**src/rtl/sdr_peer.sv**
```systemverilog
// sdr_peer: board-side partner for the CIA serial port, receiving bytes over SP/CNT and sending them back. Optional macro SDR_PEER_RX_TIMEOUT_EN.
// Latency: rx_valid 3 clk after the 8th raw cnt_in rise; a transmitted byte occupies the line for 19*CLK_DIV clk.
// Backpressure: tx_ready is low while transmitting, during a partial receive, or while CNT is not idle high.
module sdr_peer #(
    parameter int CLK_DIV    = 16,
    parameter int RX_TIMEOUT = 4096
) (
    input  logic       clk,
    input  logic       reset,
    input  logic [7:0] tx_data,
    input  logic       tx_valid,
    output logic       tx_ready,
    output logic [7:0] rx_data,
    output logic       rx_valid,
    output logic       busy,
    input  logic       cnt_in,
    input  logic       sp_in,
    output logic       cnt_out,
    output logic       cnt_oe,
    output logic       sp_out
);

    localparam int TMR_W = $clog2(2 * CLK_DIV) + 1;
    localparam logic [TMR_W-1:0] HALF_END = TMR_W'(CLK_DIV - 1);
    localparam logic [TMR_W-1:0] GAP_END  = TMR_W'(2 * CLK_DIV - 1);

    // A CNT half-period shorter than 8 clk is too fast for a CIA sampling on phi2 = clk/4.
    if (CLK_DIV < 8 || RX_TIMEOUT < 2) begin : g_param_check
        $error("sdr_peer: CLK_DIV must be >= 8 and RX_TIMEOUT >= 2");
    end

    typedef enum logic [2:0] {S_IDLE, S_SETUP, S_LOW, S_HIGH, S_GAP} state_t;

    state_t     r_state;
    state_t     w_state_nxt;

    // Pin synchronisers; they reset high because the idle line is pulled up.
    logic       r_cnt_m, r_cnt_s, r_cnt_prev;
    logic       r_sp_m, r_sp_s;

    // Receive side. Only 7 bits are kept: the 8th arrives straight from sp_s.
    logic [6:0] r_rx_shift;
    logic [2:0] r_rx_cnt;
    logic [7:0] r_rx_data;
    logic       r_rx_valid;

    // Transmit side.
    logic [7:0]       r_tx_shift;
    logic [2:0]       r_bit;
    logic [TMR_W-1:0] r_tmr;
    logic             r_idle_q;

    logic       w_cnt_rise;
    logic       w_rx_edge;
    logic       w_rx_timeout;
    logic       w_accept;
    logic       w_tmr_done;
    logic       w_cnt_oe, w_cnt_out, w_sp_out;

    assign w_cnt_rise = r_cnt_s & ~r_cnt_prev;
    // Our own CNT toggles loop back through the pin; they must not be taken as received bits.
    assign w_rx_edge  = w_cnt_rise & ~w_cnt_oe;

    // r_idle_q delays tx_ready one cycle after returning to IDLE and keeps it low through reset.
    assign tx_ready = (r_state == S_IDLE) && r_idle_q && (r_rx_cnt == 3'd0) && r_cnt_s;
    assign w_accept = tx_valid && tx_ready;

    assign rx_data  = r_rx_data;
    assign rx_valid = r_rx_valid;
    assign busy     = (r_state != S_IDLE) || (r_rx_cnt != 3'd0);
    assign cnt_oe   = w_cnt_oe;
    assign cnt_out  = w_cnt_out;
    assign sp_out   = w_sp_out;

    // Double-flop the CNT and SP pins and keep the previous CNT level for edge detection.
    always_ff @(posedge clk or posedge reset) begin
        if (reset) begin
            r_cnt_m    <= 1'b1;
            r_cnt_s    <= 1'b1;
            r_cnt_prev <= 1'b1;
            r_sp_m     <= 1'b1;
            r_sp_s     <= 1'b1;
        end else begin
            r_cnt_m    <= cnt_in;
            r_cnt_s    <= r_cnt_m;
            r_cnt_prev <= r_cnt_s;
            r_sp_m     <= sp_in;
            r_sp_s     <= r_sp_m;
        end
    end

`ifdef SDR_PEER_RX_TIMEOUT_EN
    localparam int TO_W = $clog2(RX_TIMEOUT) + 1;
    localparam logic [TO_W-1:0] TO_END = TO_W'(RX_TIMEOUT - 1);

    logic [TO_W-1:0] r_to_cnt;
    logic            w_cnt_edge;

    assign w_cnt_edge   = r_cnt_s ^ r_cnt_prev;
    assign w_rx_timeout = (r_rx_cnt != 3'd0) && (r_to_cnt == TO_END);

    // Idle timer for a partial byte: restarts on any CNT edge and only runs mid-byte.
    always_ff @(posedge clk or posedge reset) begin
        if (reset) begin
            r_to_cnt <= '0;
        end else if (w_cnt_edge || (r_rx_cnt == 3'd0) || w_rx_timeout) begin
            r_to_cnt <= '0;
        end else begin
            r_to_cnt <= r_to_cnt + 1'b1;
        end
    end
`else
    assign w_rx_timeout = 1'b0;
`endif

    // Shift SP in on each CNT rise (MSB first) and publish the byte on the 8th rise.
    always_ff @(posedge clk or posedge reset) begin
        if (reset) begin
            r_rx_shift <= '0;
            r_rx_cnt   <= '0;
            r_rx_data  <= '0;
            r_rx_valid <= 1'b0;
        end else begin
            r_rx_valid <= 1'b0;
            if (w_rx_edge) begin
                r_rx_shift <= {r_rx_shift[5:0], r_sp_s};
                r_rx_cnt   <= r_rx_cnt + 3'd1;
                if (r_rx_cnt == 3'd7) begin
                    r_rx_data  <= {r_rx_shift, r_sp_s};
                    r_rx_valid <= 1'b1;
                end
            end else if (w_rx_timeout) begin
                r_rx_shift <= '0;
                r_rx_cnt   <= '0;
            end
        end
    end

    // Transmit state register.
    always_ff @(posedge clk or posedge reset) begin
        if (reset) begin
            r_state <= S_IDLE;
        end else begin
            r_state <= w_state_nxt;
        end
    end

    // Next state: each phase lasts CLK_DIV clk, the closing gap 2*CLK_DIV.
    always_comb begin
        w_tmr_done  = 1'b0;
        w_state_nxt = r_state;
        case (r_state)
            S_SETUP, S_LOW, S_HIGH: w_tmr_done = (r_tmr == HALF_END);
            S_GAP:                  w_tmr_done = (r_tmr == GAP_END);
            default:                w_tmr_done = 1'b0;
        endcase
        case (r_state)
            S_IDLE:  if (w_accept)   w_state_nxt = S_SETUP;
            S_SETUP: if (w_tmr_done) w_state_nxt = S_LOW;
            S_LOW:   if (w_tmr_done) w_state_nxt = S_HIGH;
            S_HIGH:  if (w_tmr_done) w_state_nxt = (r_bit == 3'd7) ? S_GAP : S_LOW;
            S_GAP:   if (w_tmr_done) w_state_nxt = S_IDLE;
            default: w_state_nxt = S_IDLE;
        endcase
    end

    // Pin drive per state: CNT low only in LOW, SP carries the current bit through LOW and HIGH.
    always_comb begin
        w_cnt_oe  = 1'b0;
        w_cnt_out = 1'b1;
        w_sp_out  = 1'b1;
        case (r_state)
            S_SETUP: w_cnt_oe = 1'b1;
            S_LOW: begin
                w_cnt_oe  = 1'b1;
                w_cnt_out = 1'b0;
                w_sp_out  = r_tx_shift[7];
            end
            S_HIGH: begin
                w_cnt_oe = 1'b1;
                w_sp_out = r_tx_shift[7];
            end
            S_GAP:   w_cnt_oe = 1'b1;
            default: w_cnt_oe = 1'b0;
        endcase
    end

    // Phase timer, transmit shifter and bit counter; the bit shifts out at the end of HIGH.
    always_ff @(posedge clk or posedge reset) begin
        if (reset) begin
            r_tmr      <= '0;
            r_tx_shift <= '0;
            r_bit      <= '0;
            r_idle_q   <= 1'b0;
        end else begin
            r_idle_q <= (r_state == S_IDLE);
            if ((r_state == S_IDLE) || (w_state_nxt != r_state)) begin
                r_tmr <= '0;
            end else begin
                r_tmr <= r_tmr + 1'b1;
            end
            if (w_accept) begin
                r_tx_shift <= tx_data;
                r_bit      <= '0;
            end else if ((r_state == S_HIGH) && w_tmr_done) begin
                r_tx_shift <= {r_tx_shift[6:0], 1'b0};
                r_bit      <= r_bit + 3'd1;
            end
        end
    end

endmodule

```
**config.mk**
```make
export PLATFORM = sky130hd
export DESIGN_NAME = sdr_peer
export DESIGN_NICKNAME = d
export VERILOG_FILES = /design/src/rtl/sdr_peer.sv
export SDC_FILE = /design/constraint.sdc
export NUM_CORES = 1
export LEC_CHECK = 0
export CAP_MARGIN = 20
export CORE_MARGIN = 2
export CORE_UTILIZATION = 32
export DETAILED_ROUTE_END_ITERATION = 7
export GPL_ROUTABILITY_DRIVEN = 0
export PLACE_DENSITY = 0.56
export SLEW_MARGIN = 40
export SYNTH_ARGS = -nofsm -noshare
export SYNTH_HDL_FRONTEND = slang
export SYNTH_SLANG_ARGS = --single-unit
```
**constraint.sdc**
```tcl
create_clock -name clk -period 3.9 [get_ports clk]
set_input_delay 0.78 -clock clk [delete_from_list [all_inputs] [get_ports clk]]
set_output_delay 0.78 -clock clk [all_outputs]
set_load 0.01 [all_outputs]
```
==> flow_summary.toml <==
[clock_network]
cts.clk_slew.worst_paths_ns = 0.08
hold_buffers = 0
post_cts_buffers = 0
numCtsBuffers = 5
clkLatencyLatePin_ns = 0.29
cts_tree = "done"
ctsHtreeMaxLevel = 2
clock_path_buffers = 2
cts-root-buf = "clkbuf_8"
cts.sinks = 45
cts-resized-gates = 0

[floorplan]
dieArea_sq_um = 6700
fp.dieH_um = 81.9
initial_core_util_pct = 33.0
num_rows = 28
die_w_um = 81.9
ios = 27
design.core.area_sq_um = 5890

[global_route]
grt_usage_pct = 11.1
grt_max_degree = 28
met1_usage_pct = 14.0
globalRouteMet2Util_pct = 18.5
grt_pass1_vias = 1244
grt_first_pass_wirelength_mm = 5.66
antenna_found_initial = 0
grt_use_met3_pct = 2.97
grt-busiest-layer = "met2"
grt-ovfl-total = 0

[job]
cap_violations = 0

[timing]
finalSetupTns_ns = 0
fin_crit_sh_pct = 77.3
rsz0062_at_grt = "no"
whs_ns = 0.360
final-setup-viol-count = 0
skew_ns = 0.00740
maxSlewViolCount = 0
fmax_mhz = 332
hold_viol = 0
relSlewSlack_pct = 61.2
worst_slew_pin_slew_ns = 0.578
min_period_ns = 3.02

[layout]
final_cell_mix = "dfrtp_1 (40), clkdlybuf4s50_1 (26), mux2_2 (17)"
area_delta_synth_final_pct = 21.4
final_common_cell = "dfrtp_1"
final_nets = 197
n_antenna_cell = 0
drive_gt1_share_pct = 28.5
fillers = 574

[synthesis]
synth_seq_cells = 45
synth_seq_area_share_pct = 58.4
synth-edff-count = 0
synth.net_count = 167
yosysWarnings = 0
ys.flop_type = "dfrtp_1"
syn_inst = 148
syn_area_sq_um = 1940
avgSynthCellArea_sq_um = 13.1
ys_types = 35
synth-async-reset-ratio_pct = 100

[critical_path]
crit_path_start_kind = "register"
critPathMaxFanout = 11
rr_endpoint = "r_bit[0]"
arrival_ns = 2.24
path_class = "register to primary output"
end_kind = "primary output"
required_ns = 3.12
r2r_setup_slack_ns = 1.75
reg2regPathDepth = 4
r2r-start = "r_state[2]"

[routing]
drc = 0
routed_via_density = 4.76
drtIter0Drc = 38
drtPass1Iterations = 4
drtAntennaViolNets = 0
via_count = 1208
wirelength_mm = 3.31
routedWlPerCell_um = 13.0

[min_path]
hold_path.startpoint = "r_sp_m"
hold_end = "r_sp_s"
hp-class = "register to register"
hold_depth = 0

[place]
numPortBuffers = 26
hpwl_mm = 2.40

[power_and_ir_drop]
p_per_area_nw_per_um2 = 552
vdd_drop_max_mv = 0.291
p_leak_nw = 1.12

[outcome]
run_status = "finished, final reports clean"
-- metrics by stage --
stage | setup WS [ns] | total power [mW] | std cells | util, % | instance area [sq um]
after floorplan | 1.65 | 0.933 | 148 | - | 1940
after global placement | 1.29 | 1.02 | 246 | 38.6 | 2270
after detailed placement | 1.22 | 1.04 | 246 | 38.6 | 2270
after CTS | 0.891 | 1.32 | 254 | 40.0 | 2350
after global routing | 0.825 | 1.39 | 254 | 40.0 | 2350
final | 0.884 | 1.30 | 254 | 40.0 | 2350
-- metal layers --
layer  routed length (um)  vias to the layer above
li1                     -                      578
met1                 1530                      600
met2                 1600                       25
met3                  151                        5
met4                   30                        0
met5                    0                        -
-- state kept, by name (all words and copies together) (netlist names) --
signal and cells:
r_tx_shift 8, rx_data 8, r_rx_shift 7, r_tmr 6, r_bit 3, r_rx_cnt 3
r_state 3, r_cnt_m 1, r_cnt_prev 1, r_cnt_s 1, r_idle_q 1, r_sp_m 1
r_sp_s 1, rx_valid 1
-- where the power goes --
group          internal (mW)  switching [mW]  leakage (nW)
Clock                  0.124           0.148        0.0450
Combinational          0.194           0.141         0.497
Sequential             0.601          0.0920         0.577
-- area by class of cell --
cell class	instances	area [sq um]	share of cell area, %
Timing Repair Buffer	30	290	12.3
Multi-Input combinational cell	89	729	31.0
Tap cell	75	93.8	3.99
Inverter	7	26.3	1.12
Clock buffer	6	72.6	3.08
Sequential cell	45	1130	48.1
Clock inverter	2	10.0	0.425
-- Yosys cell counts, types with 2 or more instances --
library cell   n  share of area (%)
a21o_1         7                2.7
a22o_1         3                1.4
nand4b_1       2               0.90
nand2b_1       2               0.65
or3b_2         2               0.90
mux2_2        17                9.9
xnor2_1        3                1.4
buf_2          2               0.52
a22o_2         7                3.6
nand2_1        4               0.77
inv_1          7                1.4
nor3_1         2               0.52
a21oi_1        4                1.0
xor2_1         2               0.90
dfrtp_1       40                 52
buf_6          3                1.7
clkbuf_1       2               0.39
nand3_1        2               0.52
nor2_1        11                2.1
ha_1           6                3.9
o21ai_0        2               0.52
dfstp_2        5                6.8
-- worst max-delay path by stage --
stage	cells past startpoint	to	startpoint	slack, ns
floorplan	5	tx_ready	r_state[0]	1.65
global placement	4	tx_ready	r_state[2]	1.29
detailed placement	4	tx_ready	r_state[2]	1.22
CTS	4	tx_ready	r_state[2]	0.89
global route	4	tx_ready	r_state[2]	0.82
finish	4	tx_ready	r_state[2]	0.88
-- logic make-up (layout without fill, tap and decap cells) --
group / Yosys count / count (layout) / synth area share (%)
adder cells (fa/ha/maj): 6 / 6 / 3.87
AND/OR/NAND/NOR: 35 / 35 / 11.0
flip-flops: 45 / 45 / 58.4
AO/OA/AOI/OAI: 26 / 26 / 10.6
XOR/XNOR: 5 / 5 / 2.26
buffers and inverters: 14 / 45 / 4.00
multiplexers: 17 / 17 / 9.87
-- critical path, stage by stage, from the launching register on --
cell and delay [ns]:
dfrtp_1 0.49, or3_4 0.47, or2_2 0.33, nor2_1 0.12
clkdlybuf4s50_1 0.55
Power figures use the tool's default switching activity.
